<file path="config.mk">
export PLATFORM = sky130hd
export DESIGN_NAME = calc1_op_scheduler
export DESIGN_NICKNAME = d
export VERILOG_FILES = /design/src/rtl/calc1_pkg.sv /design/src/rtl/calc1_port_fifo.sv /design/src/rtl/calc1_op_scheduler.sv
export SDC_FILE = /design/constraint.sdc
export NUM_CORES = 1
export LEC_CHECK = 0
export BUFFER_PORTS_ARGS = -buffer_cell sky130_fd_sc_hd__buf_2
export CAP_MARGIN = 20
export CORE_MARGIN = 3
export CORE_UTILIZATION = 63
export DETAILED_ROUTE_END_ITERATION = 8
export PLACE_DENSITY = 0.87
export SETUP_SLACK_MARGIN = 0.3
export SYNTH_ARGS = -nofsm -noshare
export SYNTH_HDL_FRONTEND = slang
export SYNTH_SLANG_ARGS = --single-unit
</file>
<file path="constraint.sdc">
create_clock -name c_clk -period 7.2 [get_ports c_clk]
set_clock_uncertainty 0.1 [all_clocks]
set_input_delay 1.44 -clock c_clk [delete_from_list [all_inputs] [get_ports c_clk]]
set_output_delay 1.44 -clock c_clk [all_outputs]
set_load 0.02 [all_outputs]
</file>
<file path="src/rtl/calc1_pkg.sv">
// Shared command encodings and resource decode for the calc1 operation scheduler.
package calc1_pkg;

  localparam int unsigned CMD_NOP = 0;
  localparam int unsigned CMD_ADD = 1;
  localparam int unsigned CMD_SUB = 2;
  localparam int unsigned CMD_LSH = 5;
  localparam int unsigned CMD_RSH = 6;

  typedef enum logic [1:0] {
    RES_NONE,
    RES_ARITH,
    RES_SHIFT
  } res_t;

  // RES_NONE covers both NOP and unknown encodings; callers separate them.
  function automatic res_t cmd_to_res(input logic [31:0] cmd);
    if (cmd == CMD_ADD || cmd == CMD_SUB) return RES_ARITH;
    if (cmd == CMD_LSH || cmd == CMD_RSH) return RES_SHIFT;
    return RES_NONE;
  endfunction

endpackage

</file>
<file path="src/rtl/calc1_port_fifo.sv">
// FIFO of requesting port IDs: several pushes per cycle in ascending port order, one pop.
module calc1_port_fifo #(
  parameter int unsigned NPORTS = 4,
  parameter int unsigned QDEPTH = 4,
  localparam int unsigned ID_W  = (NPORTS > 1) ? $clog2(NPORTS) : 1,
  localparam int unsigned CNT_W = $clog2(QDEPTH) + 1
) (
  input  logic              clk,
  input  logic              rst,
  input  logic [NPORTS-1:0] push,
  input  logic              pop,
  output logic [ID_W-1:0]   head,
  output logic [CNT_W-1:0]  count,
  output logic              full,
  output logic              empty
);

  localparam int unsigned IDX_W = $clog2(QDEPTH);

  logic [ID_W-1:0]  mem   [QDEPTH];
  logic [ID_W-1:0]  mem_n [QDEPTH];
  logic [CNT_W-1:0] cnt_n;
  logic             ovf;

  assign head  = mem[0];
  assign empty = (count == '0);
  assign full  = (count == CNT_W'(QDEPTH));

  // Head is always slot 0: a pop shifts down first, then pushes fill from the new tail.
  always_comb begin
    mem_n = mem;
    cnt_n = count;
    ovf   = 1'b0;
    if (pop && !empty) begin
      for (int unsigned j = 0; j + 1 < QDEPTH; j++) begin
        mem_n[IDX_W'(j)] = mem[IDX_W'(j + 1)];
      end
      cnt_n = count - CNT_W'(1);
    end
    for (int unsigned i = 0; i < NPORTS; i++) begin
      if (push[ID_W'(i)]) begin
        if (cnt_n == CNT_W'(QDEPTH)) begin
          ovf = 1'b1;
        end else begin
          for (int unsigned j = 0; j < QDEPTH; j++) begin
            if (CNT_W'(j) == cnt_n) mem_n[IDX_W'(j)] = ID_W'(i);
          end
          cnt_n = cnt_n + CNT_W'(1);
        end
      end
    end
  end

  always_ff @(posedge clk or posedge rst) begin
    if (rst) begin
      mem   <= '{default: '0};
      count <= '0;
    end else begin
      mem   <= mem_n;
      count <= cnt_n;
    end
  end

  overflow_chk: assert property (@(posedge clk) disable iff (rst) !ovf);

endmodule

</file>
<file path="src/rtl/calc1_op_scheduler.sv">
// FIFO-fair scheduler sharing the calc1 arith and shift units among the request ports.
module calc1_op_scheduler
  import calc1_pkg::*;
#(
  parameter int unsigned NPORTS = 4,
  parameter int unsigned QDEPTH = 4,
  parameter int unsigned CMD_W  = 4
) (
  input  logic                    c_clk,
  input  logic                    reset,
  input  logic [NPORTS-1:0]       req_valid,
  input  logic [NPORTS*CMD_W-1:0] req_cmd,
  input  logic                    arith_stall,
  input  logic                    shift_stall,
  output logic [NPORTS-1:0]       arith_gnt,
  output logic [NPORTS-1:0]       shift_gnt,
  output logic [NPORTS-1:0]       pend,
  output logic [NPORTS-1:0]       inval,
  output logic [NPORTS-1:0]       dup_err,
  output logic [$clog2(QDEPTH):0] arith_cnt,
  output logic [$clog2(QDEPTH):0] shift_cnt
);

  localparam int unsigned ID_W = (NPORTS > 1) ? $clog2(NPORTS) : 1;

  // Internal vectors are in port order (bit 0 = port 1); ports are MSB-first externally.
  logic [NPORTS-1:0] new_a, new_s, bad, dup;
  logic [NPORTS-1:0] byp_a, byp_s, push_a, push_s;
  logic [NPORTS-1:0] gnt_a_n, gnt_s_n, pend_n;
  logic [NPORTS-1:0] gnt_a_q, gnt_s_q, pend_q, inval_q, dup_q;
  logic              pop_a, pop_s;
  logic [ID_W-1:0]   a_head, s_head;
  logic              a_full, a_empty, s_full, s_empty;

  for (genvar g = 0; g < NPORTS; g++) begin : g_port
    logic [CMD_W-1:0] cmd;
    logic             live;
    res_t             res;

    assign cmd  = req_cmd[(NPORTS-g)*CMD_W-1 -: CMD_W];
    assign res  = cmd_to_res(32'(cmd));
    assign live = req_valid[NPORTS-1-g] && (cmd != '0);

    assign new_a[g] = live && !pend_q[g] && (res == RES_ARITH);
    assign new_s[g] = live && !pend_q[g] && (res == RES_SHIFT);
    assign bad[g]   = live && !pend_q[g] && (res == RES_NONE);
    assign dup[g]   = live && pend_q[g];

    assign arith_gnt[NPORTS-1-g] = gnt_a_q[g];
    assign shift_gnt[NPORTS-1-g] = gnt_s_q[g];
    assign pend[NPORTS-1-g]      = pend_q[g];
    assign inval[NPORTS-1-g]     = inval_q[g];
    assign dup_err[NPORTS-1-g]   = dup_q[g];
  end

  // x & -x isolates the lowest set bit, i.e. the lowest-numbered new requester.
  always_comb begin
    pop_a   = !a_empty && !arith_stall;
    pop_s   = !s_empty && !shift_stall;
    byp_a   = (a_empty && !arith_stall) ? (new_a & (~new_a + NPORTS'(1))) : '0;
    byp_s   = (s_empty && !shift_stall) ? (new_s & (~new_s + NPORTS'(1))) : '0;
    push_a  = new_a & ~byp_a;
    push_s  = new_s & ~byp_s;
    gnt_a_n = pop_a ? (NPORTS'(1) << a_head) : byp_a;
    gnt_s_n = pop_s ? (NPORTS'(1) << s_head) : byp_s;
    pend_n  = (pend_q & ~gnt_a_n & ~gnt_s_n) | push_a | push_s;
  end

  always_ff @(posedge c_clk or posedge reset) begin
    if (reset) begin
      gnt_a_q <= '0;
      gnt_s_q <= '0;
      pend_q  <= '0;
      inval_q <= '0;
      dup_q   <= '0;
    end else begin
      gnt_a_q <= gnt_a_n;
      gnt_s_q <= gnt_s_n;
      pend_q  <= pend_n;
      inval_q <= bad;
      dup_q   <= dup;
    end
  end

  calc1_port_fifo #(.NPORTS(NPORTS), .QDEPTH(QDEPTH)) u_arith_q (
    .clk   (c_clk),
    .rst   (reset),
    .push  (push_a),
    .pop   (pop_a),
    .head  (a_head),
    .count (arith_cnt),
    .full  (a_full),
    .empty (a_empty)
  );

  calc1_port_fifo #(.NPORTS(NPORTS), .QDEPTH(QDEPTH)) u_shift_q (
    .clk   (c_clk),
    .rst   (reset),
    .push  (push_s),
    .pop   (pop_s),
    .head  (s_head),
    .count (shift_cnt),
    .full  (s_full),
    .empty (s_empty)
  );

  arith_no_ovf: assert property (@(posedge c_clk) disable iff (reset)
    !(a_full && !pop_a && (push_a != '0)));
  shift_no_ovf: assert property (@(posedge c_clk) disable iff (reset)
    !(s_full && !pop_s && (push_s != '0)));

endmodule

</file>
==> flow_summary.yaml <==
layout:
  area_growth_pct: 11.4
  multi_input_area_um2: 2270
  final_nets: 523
  layout_common_cells: "nand2_1, buf_2, dfrtp_1, nor2_1, ha_1"
  diodes: 0
  fill_cells: 426
  utilization: 0.741
  drive_gt1_frac: 0.182
  regArea_um2: 1050
  final_common_cell: "nand2_1"
logic_synthesis:
  synthAdderAreaFrac: 0.104
  synth_nets: 476
  yosys-top-cells-area: "dfrtp_1, ha_1, nand2_1, nand3_1, a21oi_1"
  synth-seq-cells: 42
  netlist_area_um2: 3460
  post_synth_and_or_nand_nor_area_fraction: 0.271
  synth_cells: 424
  async_flop_share: 1.00
  synthXorXnorAreaFrac: 0.0173
  synth_edf_count: 0
  synth_top_family_by_area: "simple AND/OR/NAND/NOR gates"
  syn_avg_cell_area_um2: 8.17
  synth-compound-area-share: 0.242
  synth_cell_types: 70
  yosysTopAreaCellShare: 0.303
  synth_largest_area_cell: "dfrtp_1"
  synth.yosys.seq_area_share: 0.303
  ys_warn_count: 0
  synthMuxAreaShare: 0.0209
  synthFlopType: "dfrtp_1"
clock_network:
  root_buffer: "clkbuf_8"
  clk_pin_slew_worst_paths_ns: 0.10
  cts_tree: "yes"
  numCtsBuffers: 5
  cts.sinks: 42
  cts.path.max_buffers: 2
  post_cts_buffers: 0
  htree_levels: 2
  cts_resized: 0
  cts_hold_buf: 0
  clk-insertion-delay-late_ns: 0.31
placement:
  portBuffers: 49
  gp_congestion: 1.01
  hpwl_mm: 6.82
min_path:
  hold_path_startpoint: "pend_q[2]$_DFF_PP0_"
  hold_depth: 2
  hp-class: "reg -> reg"
  worst_hold_path.endpoint: "dup_q[2]$_DFF_PP0_"
floorplan:
  num_io_pins: 50
  die_h_um: 80.2
  dieArea_um2: 6420
  rows: 26
  core_um2: 5200
  initial_core_util: 0.666
  die_w_um: 80.2
route:
  wl_per_cell_um: 16.1
  drc: 0
  via_count: 3414
  drt-vias-per-instance: 6.30
  first_pass_iters: 7
  drt-initial-drc-count: 236
  antenna_left: 0
  wl_mm: 8.72
global_route:
  grt_util_met2: 0.487
  busiest_layer: "met2"
  grt_usage: 0.290
  grt_pass1_vias: 3201
  grt_overflow: 0
  grt_max_degree: 43
  met1_usage: 0.377
  use_met3: 0.0448
  grt_pass1_wl_mm: 14.8
  antenna_found_initial: 0
setup_path:
  timing.rr.start: "u_shift_q.count[0]$_DFF_PP0_"
  crit_type: "in -> reg"
  cp.required_ns: 7.27
  r2r_cells: 19
  start_kind: "primary input"
  end_kind: "flop"
  r2r-end: "u_shift_q.count[2]$_DFF_PP0_"
  crit_fanout: 12
  crit_arrival_ns: 5.48
  regToRegSetupSlack_ns: 1.98
sta:
  finalCritPeriodShare: 0.751
  setup_viol: 0
  finalHoldViolations: 0
  slew_headroom: 0.501
  fmax_mhz: 185
  fin_crit_ns: 5.41
  tightest_slew_ns: 0.746
  setup-tns-final_ns: 0
  slew_viol_final: 0
  grt_setup_unrepaired: "no"
power:
  p_leak_nw: 1.78
  cellPowerDensity_nw_per_um2: 378
  peakVddDrop_mv: 0.259
flow_run:
  cap_viol_max_count: 0
outcome:
  run_status: "finished clean"
-- area by class of cell --
class	instances	share of cell area
clock buffer	5	0.0178
clock inverter	3	0.00746
inverter	26	0.0259
multi-input combinational	346	0.588
sequential	42	0.272
tap	70	0.0227
timing repair buffer	50	0.0655
-- how the worst max path moves through the flow --
stage / cells past startpoint / from / slack, ns / to
6_report: 17 / shift_stall / 1.79 / u_shift_q.count[2]$_DFF_PP0_
3_5_place_dp: 17 / shift_stall / 1.50 / u_shift_q.count[2]$_DFF_PP0_
3_3_place_gp: 17 / shift_stall / 1.63 / u_shift_q.count[2]$_DFF_PP0_
5_1_grt: 17 / shift_stall / 1.45 / u_shift_q.count[2]$_DFF_PP0_
2_1_floorplan: 18 / shift_stall / 1.70 / u_shift_q.count[2]$_DFF_PP0_
4_1_cts: 17 / shift_stall / 1.81 / u_shift_q.count[2]$_DFF_PP0_
-- power by group --
part	switching [mW]	leakage, nW	internal (mW)
registers	0.0636	0.543	0.315
clock network	0.0980	0.0506	0.0726
logic	0.574	1.19	0.334
-- kinds of logic (layout without fill, tap and decap cells) --
group,count (synthesis),in the layout
AO/OA/AOI/OAI,117,117
AND/OR/NAND/NOR,187,187
multiplexers,7,7
flip-flops,42,42
XOR/XNOR,6,6
adder cells (fa/ha/maj),29,29
buffers and inverters,36,84
-- cells in the mapped netlist (4+ instances only) --
cell type and count:
a21o_1 4, a21oi_1 24, a21oi_2 4, a31oi_1 5, a32o_1 4, and2_1 6, and3_1 4, buf_2 4
clkbuf_1 5, dfrtp_1 42, ha_1 28, inv_1 21, inv_2 4, mux2i_1 5, nand2_1 63, nand2b_1 8
nand3_1 27, nand4_1 6, nor2_1 31, nor2b_1 8, nor3_1 6, nor3b_1 4, o211ai_1 9, o21a_1 4
o21ai_0 18, o22ai_1 4, o31ai_1 6, o32ai_1 5
-- per-stage QoR --
step / hold slack [ns] / power (mW) / worst slack [ns] / std cells / area [um2]
after floorplan: 0.386 / 1.05 / 1.70 / 424 / 3460
after global placement: 0.414 / 1.24 / 1.63 / 534 / 3760
after detailed placement: 0.414 / 1.27 / 1.50 / 534 / 3760
after CTS: 0.436 / 1.44 / 1.81 / 542 / 3860
after global routing: 0.455 / 1.59 / 1.45 / 542 / 3860
final: 0.432 / 1.46 / 1.79 / 542 / 3860
-- sequential cells by signal, indices dropped and copies added, names as in the netlist --
name / cells
u_shift_q.count: 3
pend_q: 4
u_arith_q.head: 2
gnt_a_q: 4
u_arith_q.mem: 6
dup_q: 4
u_shift_q.mem: 6
u_shift_q.head: 2
gnt_s_q: 4
inval_q: 4
u_arith_q.count: 3
-- critical path, cell delays in order --
cell and delay [ns]:
buf_2 0.16, or3_1 0.40, and2_1 0.21, ha_1 0.30, inv_1 0.05, nor4_1 0.43, a31oi_1 0.17, ha_1 0.25
ha_1 0.26, or3_1 0.38, mux2_2 0.27, o22a_1 0.31, and2_4 0.21, ha_1 0.18, ha_1 0.26, nand2b_1 0.09
o221ai_1 0.11
-- metal layers --
metal  up-vias  part of all wire
li1       1656                 -
met4         0             0.021
met5         -                 0
met1      1571              0.43
met3        24             0.070
met2       163              0.48
Power figures use the tool's default switching activity.
